[src/rtl/lin_pid_filter_if.sv]
// Bus bundle for the LIN PID filter: PID input, table config port and result outputs.
interface lin_pid_filter_if #(
    parameter int IDX_W = 3
);
    logic             en;
    logic             pid_valid;
    logic [9:0]       new_rx_data;
    logic             diag_pending;
    logic             cfg_we;
    logic [IDX_W-1:0] cfg_addr;
    logic [9:0]       cfg_wdata;
    logic             cfg_ready;
    logic             busy;
    logic             res_valid;
    logic             pid_known;
    logic             pid_unknown;
    logic             parity_err;
    logic [1:0]       frame_type;
    logic             publish;
    logic [IDX_W-1:0] match_idx;
    logic             overrun;

    modport master (
        output en, pid_valid, new_rx_data, diag_pending, cfg_we, cfg_addr, cfg_wdata,
        input  cfg_ready, busy, res_valid, pid_known, pid_unknown, parity_err,
               frame_type, publish, match_idx, overrun
    );

    modport slave (
        input  en, pid_valid, new_rx_data, diag_pending, cfg_we, cfg_addr, cfg_wdata,
        output cfg_ready, busy, res_valid, pid_known, pid_unknown, parity_err,
               frame_type, publish, match_idx, overrun
    );
endinterface

[src/rtl/lin_pid_filter.sv]
// LIN slave PID filter: framing/parity check, diagnostic short-cut and a
// sequential search of a programmable frame-ID table, one entry per cycle.
module lin_pid_filter #(
    parameter int NUM_ENTRIES = 8,
    parameter int IDX_W       = 3,
    parameter int DIAG_EN     = 1
) (
    input  logic             clk,
    input  logic             reset,
    lin_pid_filter_if.slave  bus
);
    typedef enum logic [1:0] {S_IDLE, S_CHECK, S_SEARCH, S_RESULT} state_t;

    state_t r_state, w_next;

    logic [NUM_ENTRIES-1:0]      r_tbl_vld;
    logic [NUM_ENTRIES-1:0]      r_tbl_pub;
    logic [NUM_ENTRIES-1:0][1:0] r_tbl_ft;
    logic [NUM_ENTRIES-1:0][5:0] r_tbl_id;

    logic [9:0]       r_rx;
    logic [IDX_W-1:0] r_idx;
    logic             r_res_valid, r_known, r_unknown, r_perr, r_pub, r_overrun;
    logic [1:0]       r_ft;
    logic [IDX_W-1:0] r_match_idx;

    logic             w_addr_ok, w_wr, w_take;
    logic [5:0]       w_id;
    logic             w_p0, w_p1, w_perr, w_diag_id, w_hit, w_last;
    logic             w_ld, w_known, w_unknown, w_perr_o, w_pub;
    logic [1:0]       w_ft;
    logic [IDX_W-1:0] w_idx;

    // When the table fills the whole address space every address is legal.
    generate
        if (NUM_ENTRIES == (1 << IDX_W)) begin : g_full
            assign w_addr_ok = 1'b1;
        end else begin : g_part
            assign w_addr_ok = ({1'b0, bus.cfg_addr} < (IDX_W+1)'(NUM_ENTRIES));
        end
    endgenerate

    assign w_wr   = bus.cfg_we && (r_state == S_IDLE) && w_addr_ok;
    assign w_take = bus.pid_valid && bus.en && (r_state == S_IDLE);

    assign w_id      = r_rx[6:1];
    assign w_p0      = w_id[0] ^ w_id[1] ^ w_id[2] ^ w_id[4];
    assign w_p1      = ~(w_id[1] ^ w_id[3] ^ w_id[4] ^ w_id[5]);
    assign w_perr    = r_rx[0] | ~r_rx[9] | (r_rx[7] != w_p0) | (r_rx[8] != w_p1);
    assign w_diag_id = (DIAG_EN != 0) && ((w_id == 6'h3C) || (w_id == 6'h3D));
    assign w_hit     = r_tbl_vld[r_idx] && (r_tbl_id[r_idx] == w_id);
    assign w_last    = (r_idx == IDX_W'(NUM_ENTRIES - 1));

    always_ff @(posedge clk) begin
        if (reset) r_state <= S_IDLE;
        else       r_state <= w_next;
    end

    always_comb begin
        w_next    = r_state;
        w_ld      = 1'b0;
        w_known   = 1'b0;
        w_unknown = 1'b0;
        w_perr_o  = 1'b0;
        w_ft      = 2'b00;
        w_pub     = 1'b0;
        w_idx     = '0;
        case (r_state)
            S_IDLE: if (w_take) w_next = S_CHECK;
            S_CHECK: begin
                if (w_perr) begin
                    w_next    = S_RESULT;
                    w_ld      = 1'b1;
                    w_unknown = 1'b1;
                    w_perr_o  = 1'b1;
                end else if (w_diag_id) begin
                    // 0x3D direction depends on whether a diag response is queued
                    w_next  = S_RESULT;
                    w_ld    = 1'b1;
                    w_known = 1'b1;
                    w_ft    = 2'b11;
                    w_pub   = w_id[0] & bus.diag_pending;
                end else begin
                    w_next = S_SEARCH;
                end
            end
            S_SEARCH: begin
                if (w_hit) begin
                    w_next  = S_RESULT;
                    w_ld    = 1'b1;
                    w_known = 1'b1;
                    w_ft    = r_tbl_ft[r_idx];
                    w_pub   = r_tbl_pub[r_idx];
                    w_idx   = r_idx;
                end else if (w_last) begin
                    w_next    = S_RESULT;
                    w_ld      = 1'b1;
                    w_unknown = 1'b1;
                end
            end
            S_RESULT: w_next = S_IDLE;
            default:  w_next = S_IDLE;
        endcase
    end

    always_ff @(posedge clk) begin
        if (reset) begin
            r_tbl_vld <= '0;
        end else if (w_wr) begin
            r_tbl_vld[bus.cfg_addr] <= bus.cfg_wdata[9];
            r_tbl_pub[bus.cfg_addr] <= bus.cfg_wdata[8];
            r_tbl_ft[bus.cfg_addr]  <= bus.cfg_wdata[7:6];
            r_tbl_id[bus.cfg_addr]  <= bus.cfg_wdata[5:0];
        end
    end

    always_ff @(posedge clk) begin
        if (reset) begin
            r_rx  <= '0;
            r_idx <= '0;
        end else begin
            if (w_take) r_rx <= bus.new_rx_data;
            if (r_state == S_CHECK)       r_idx <= '0;
            else if (r_state == S_SEARCH) r_idx <= r_idx + IDX_W'(1);
        end
    end

    always_ff @(posedge clk) begin
        if (reset) begin
            r_res_valid <= 1'b0;
            r_known     <= 1'b0;
            r_unknown   <= 1'b0;
            r_perr      <= 1'b0;
            r_ft        <= 2'b00;
            r_pub       <= 1'b0;
            r_match_idx <= '0;
            r_overrun   <= 1'b0;
        end else begin
            r_res_valid <= w_ld;
            if (w_ld) begin
                r_known     <= w_known;
                r_unknown   <= w_unknown;
                r_perr      <= w_perr_o;
                r_ft        <= w_ft;
                r_pub       <= w_pub;
                r_match_idx <= w_idx;
            end
            if (bus.pid_valid && bus.en && (r_state != S_IDLE)) r_overrun <= 1'b1;
        end
    end

    assign bus.cfg_ready   = (r_state == S_IDLE);
    assign bus.busy        = (r_state != S_IDLE);
    assign bus.res_valid   = r_res_valid;
    assign bus.pid_known   = r_known;
    assign bus.pid_unknown = r_unknown;
    assign bus.parity_err  = r_perr;
    assign bus.frame_type  = r_ft;
    assign bus.publish     = r_pub;
    assign bus.match_idx   = r_match_idx;
    assign bus.overrun     = r_overrun;
endmodule
[src/flat_wrapper.sv]
// flat-port wrapper written by rule: the top's interface ports become plain ports
module lin_pid_filter_flat 
#(
    parameter int NUM_ENTRIES = 8,
    parameter int IDX_W       = 3,
    parameter int DIAG_EN     = 1
)
  (clk, reset, bus_en, bus_pid_valid, bus_new_rx_data, bus_diag_pending, bus_cfg_we, bus_cfg_addr, bus_cfg_wdata, bus_cfg_ready, bus_busy, bus_res_valid, bus_pid_known, bus_pid_unknown, bus_parity_err, bus_frame_type, bus_publish, bus_match_idx, bus_overrun);
  lin_pid_filter_if #(.IDX_W(IDX_W)) bus_i ();
  input  logic clk;
  input  logic reset;
  input wire logic [$bits(bus_i.en)-1:0] bus_en;
  input wire logic [$bits(bus_i.pid_valid)-1:0] bus_pid_valid;
  input wire logic [$bits(bus_i.new_rx_data)-1:0] bus_new_rx_data;
  input wire logic [$bits(bus_i.diag_pending)-1:0] bus_diag_pending;
  input wire logic [$bits(bus_i.cfg_we)-1:0] bus_cfg_we;
  input wire logic [$bits(bus_i.cfg_addr)-1:0] bus_cfg_addr;
  input wire logic [$bits(bus_i.cfg_wdata)-1:0] bus_cfg_wdata;
  output wire logic [$bits(bus_i.cfg_ready)-1:0] bus_cfg_ready;
  output wire logic [$bits(bus_i.busy)-1:0] bus_busy;
  output wire logic [$bits(bus_i.res_valid)-1:0] bus_res_valid;
  output wire logic [$bits(bus_i.pid_known)-1:0] bus_pid_known;
  output wire logic [$bits(bus_i.pid_unknown)-1:0] bus_pid_unknown;
  output wire logic [$bits(bus_i.parity_err)-1:0] bus_parity_err;
  output wire logic [$bits(bus_i.frame_type)-1:0] bus_frame_type;
  output wire logic [$bits(bus_i.publish)-1:0] bus_publish;
  output wire logic [$bits(bus_i.match_idx)-1:0] bus_match_idx;
  output wire logic [$bits(bus_i.overrun)-1:0] bus_overrun;
  assign bus_i.en = bus_en;
  assign bus_i.pid_valid = bus_pid_valid;
  assign bus_i.new_rx_data = bus_new_rx_data;
  assign bus_i.diag_pending = bus_diag_pending;
  assign bus_i.cfg_we = bus_cfg_we;
  assign bus_i.cfg_addr = bus_cfg_addr;
  assign bus_i.cfg_wdata = bus_cfg_wdata;
  assign bus_cfg_ready = bus_i.cfg_ready;
  assign bus_busy = bus_i.busy;
  assign bus_res_valid = bus_i.res_valid;
  assign bus_pid_known = bus_i.pid_known;
  assign bus_pid_unknown = bus_i.pid_unknown;
  assign bus_parity_err = bus_i.parity_err;
  assign bus_frame_type = bus_i.frame_type;
  assign bus_publish = bus_i.publish;
  assign bus_match_idx = bus_i.match_idx;
  assign bus_overrun = bus_i.overrun;
  lin_pid_filter #(.NUM_ENTRIES(NUM_ENTRIES), .IDX_W(IDX_W), .DIAG_EN(DIAG_EN)) u_core (.clk(clk), .reset(reset), .bus(bus_i));
endmodule
[config.mk]
export PLATFORM = sky130hd
export DESIGN_NAME = lin_pid_filter_flat
export DESIGN_NICKNAME = d
export VERILOG_FILES = /design/src/rtl/lin_pid_filter_if.sv /design/src/rtl/lin_pid_filter.sv /design/src/flat_wrapper.sv
export SDC_FILE = /design/constraint.sdc
export NUM_CORES = 1
export LEC_CHECK = 0
export ABC_AREA = 1
export CAP_MARGIN = 10
export CELL_PAD_IN_SITES_DETAIL_PLACEMENT = 1
export CELL_PAD_IN_SITES_GLOBAL_PLACEMENT = 1
export CORE_UTILIZATION = 41
export CTS_BUF_LIST = sky130_fd_sc_hd__clkbuf_4 sky130_fd_sc_hd__clkbuf_8
export DETAILED_ROUTE_END_ITERATION = 12
export GPL_TIMING_DRIVEN = 0
export MAX_ROUTING_LAYER = met4
export PLACE_DENSITY = 0.76
export SYNTH_ARGS = -nofsm -noshare
export SYNTH_HDL_FRONTEND = slang
export SYNTH_SLANG_ARGS = --single-unit
[constraint.sdc]
create_clock -name clk -period 1.8 [get_ports clk]
set_clock_uncertainty 0.15 [all_clocks]
set_input_delay 0.36 -clock clk [delete_from_list [all_inputs] [get_ports clk]]
set_output_delay 0.36 -clock clk [all_outputs]
set_load 0.01 [all_outputs]
==> flow_summary_export.csv <==
group,metric,value,unit
layout,final_cell_area,6351,µm²
synth,synth.top_cell.area_share,44.96,%
worst_setup_path,worstPathMaxFanout,8,
timing,setup_ws,-536.2,ps
layout,layout_common_cells,"nand2_1 (104), edfxtp_1 (72), inv_1 (57)",
synth,ys_top_cells_by_area,"edfxtp_1 (45%), dfxtp_1 (14%), nand2_1 (9.1%), inv_1 (5.7%), nor2_1 (5.4%)",
timing,hold-worst-slack,168.3,ps
clock_tree,clock_sinks,106,
synth,synthCells,534,
timing,hold_viol_final,0,
floorplanning,dieArea,12170,µm²
clock_tree,cts_buffers,9,
layout,final_common_cell,"nand2_1",
timing,fin_crit,2336,ps
placed_design,dpl.hpwl,9071,µm
global_routing,grt_pass1_wl,22710,µm
synth,synth_seq_cells,106,
layout,multiInputGateArea,1851,µm²
status,outcome,"finished with violations",
route,drc,0,
synth,ys_warn_count,0,
timing,slew_violations,0,
route,routed_wl,16130,µm
placed_design,place.gp.congestion,0.8038,
placed_design,portBuffers,39,
floorplanning,dieHeight,110.3,µm
hold_path,hold_path_class,"primary input to flop",
route,dr.first_iter.drc_count,282,
timing,period_share,129.8,%
synth,synth_area_per_cell,9.004,µm²
route,vias_per_cell,5.429,
worst_setup_path,cp.arrival,2500,ps
route,detail-route-antenna-nets,0,
floorplanning,boundaryPins,42,
layout,area.growth.synth_to_final,32.08,%
floorplanning,initial_core_util,42.11,%
worst_setup_path,setup.worst_path.class,"flop to flop",
global_routing,grt.total_usage,26.89,%
clock_tree,hold_buffers,0,
clock_tree,root_buffer,"clkbuf_8",
job,drv_cap,0,
route,detail_route.wl_per_cell,21.12,µm
global_routing,antenna_found_initial,0,
global_routing,overflow,0,
timing,rsz0062_at_grt,"yes",
clock_tree,cts_tree,"done",
power,power.leakage,2.592,nW
route,dr.pass1.iters,4,
route,vias,4148,
status,violations,"negative setup slack",
layout,antenna_cells,0,
timing,worstMarginPinSlew,582.1,ps
layout,postLayoutCoreUtil,55.62,%
layout,register_area,2850,µm²
floorplanning,die_w,110.3,µm
power,peakVddDrop,0.5724,mV
clock_tree,clk_latency,400,ps
synth,synth_top_area_cell,"edfxtp_1",
power,p_per_area,1152,nW/µm²
placed_design,postPlaceCellArea,5394,µm²
timing,finalSetupViolCount,87,
layout,layout.nets,652,
clock_tree,cts.path.max_buffers,2,
synth,netlist_area,4808,µm²
timing,maxSlewHeadroom,61.19,%
worst_setup_path,cp-end-kind,"flop",
global_routing,grt_max_degree,19,
clock_tree,htree_levels,3,
layout,fillCellCount,1279,
floorplanning,core_area,11420,µm²
clock_tree,path_clk_slew,120,ps
global_routing,grt_pass1_vias,4228,
synth,yosysSeqAreaShare,59.12,%
synth,synth_cell_types,35,
timing,timing.fmax,0.4281,GHz
worst_setup_path,required,1960,ps
layout,drive_above_1_share,24.96,%
worst_setup_path,critPathLaunchType,"flop",
synth,synth_nets,570,
floorplanning,core.rowCount,39,
## cell families after synthesis
group,synth area share [%]
compound gates,8.509
xor+xnor,0.5465
fa+ha+maj,1.821
buf+inv,8.561
flops,59.12
simple gates,21.44
## cell type report
type / instances / area share, %
Clock inverter: 7 / 1.202
Sequential cell: 106 / 44.88
Multi-Input combinational cell: 330 / 29.14
Inverter: 74 / 4.649
Tap cell: 143 / 2.817
Clock buffer: 9 / 1.950
Buffer: 24 / 3.014
Timing Repair Buffer: 71 / 12.35
## report_power, final
group,switching [W],internal (W)
logic,0.00181,0.00109
registers,0.000105,0.00274
clock network,0.000921,0.000654
total,0.00283,0.00448
## worst paths after layout
| check | depth (start not counted) | startpoint | end | slack [ps] |
|---|---|---|---|---|
| setup / recovery | 17 | u_core.r_idx[0] | u_core.r_state[1] | -540 |
| hold / removal | 2 | reset | u_core.bus.pid_known | 170 |
| setup reg to reg | 17 | u_core.r_idx[0] | u_core.r_state[1] | -540 |
| hold reg to reg | 2 | u_core.r_rx[0] | u_core.r_rx[0] | 320 |
## registers in the layout, summed over array words and instances (netlist names), 2 cells and up
| register | flops |
|---|---|
| u_core.r_state | 2 |
| u_core.bus.frame_type | 2 |
| u_core.r_tbl_pub | 8 |
| u_core.r_tbl_ft | 16 |
| u_core.r_tbl_id | 48 |
| u_core.r_rx | 10 |
| u_core.r_tbl_vld | 8 |
| u_core.r_idx | 3 |
| u_core.bus.match_idx | 3 |
## repair_timing
action	CTS	global route
gates cloned	4	2
pin swaps	15	17
gates resized for setup	93	62
setup buffers	19	11
setup endpoints to repair	94	91
## critical path: stages (launching register included)
cell,delay [ps]
dfxtp_2,360
buf_8,140
inv_6,60
buf_6,120
buf_8,140
nand2_2,60
nand3_2,50
nand2_1,60
nand2_1,80
nand2_2,90
a21oi_2,120
nand2_1,70
nor2_2,150
inv_1,120
o21ai_2,220
nand3b_1,130
nand2_1,80
nor2_1,40
## metrics by stage
| stage | TNS, ps | setup slack, ps | std cells | total power, W |
|---|---|---|---|---|
| 3_5_place_dp | -68240 | -987.4 | 716 | 0.005044 |
| 2_1_floorplan | -11330 | -160.1 | 534 | 0.004299 |
| 3_3_place_gp | -64650 | -908.3 | 716 | 0.004948 |
| 4_1_cts | -13940 | -403.6 | 755 | 0.006944 |
| 5_1_grt | -20230 | -662.0 | 764 | 0.007632 |
| 6_report | -16210 | -536.2 | 764 | 0.007314 |
## metal layers
metal	wire length [µm]	part of all wire (%)	global-route usage, %
met4	619	3.8	14.66
met1	6603	41	31.74
met5	0	0	-
met2	8175	51	44.59
met3	735	4.6	3.586
## cells in the mapped netlist, drive strengths merged
cell	number
inv	74
buf	14
a211oi	2
o22ai	1
xor2	2
nand3	47
a31oi	1
o221ai	1
xnor2	1
and2	1
nand4	4
ha	7
clkbuf	10
a21oi	28
dfxtp	34
nand2	121
nor4	1
a21boi	1
o31ai	1
a32o	2
o2111ai	1
o21ai	34
or2	1
nor2	70
edfxtp	72
a22oi	2
nand3b	1
No activity file was read; power rests on OpenSTA's default activity.
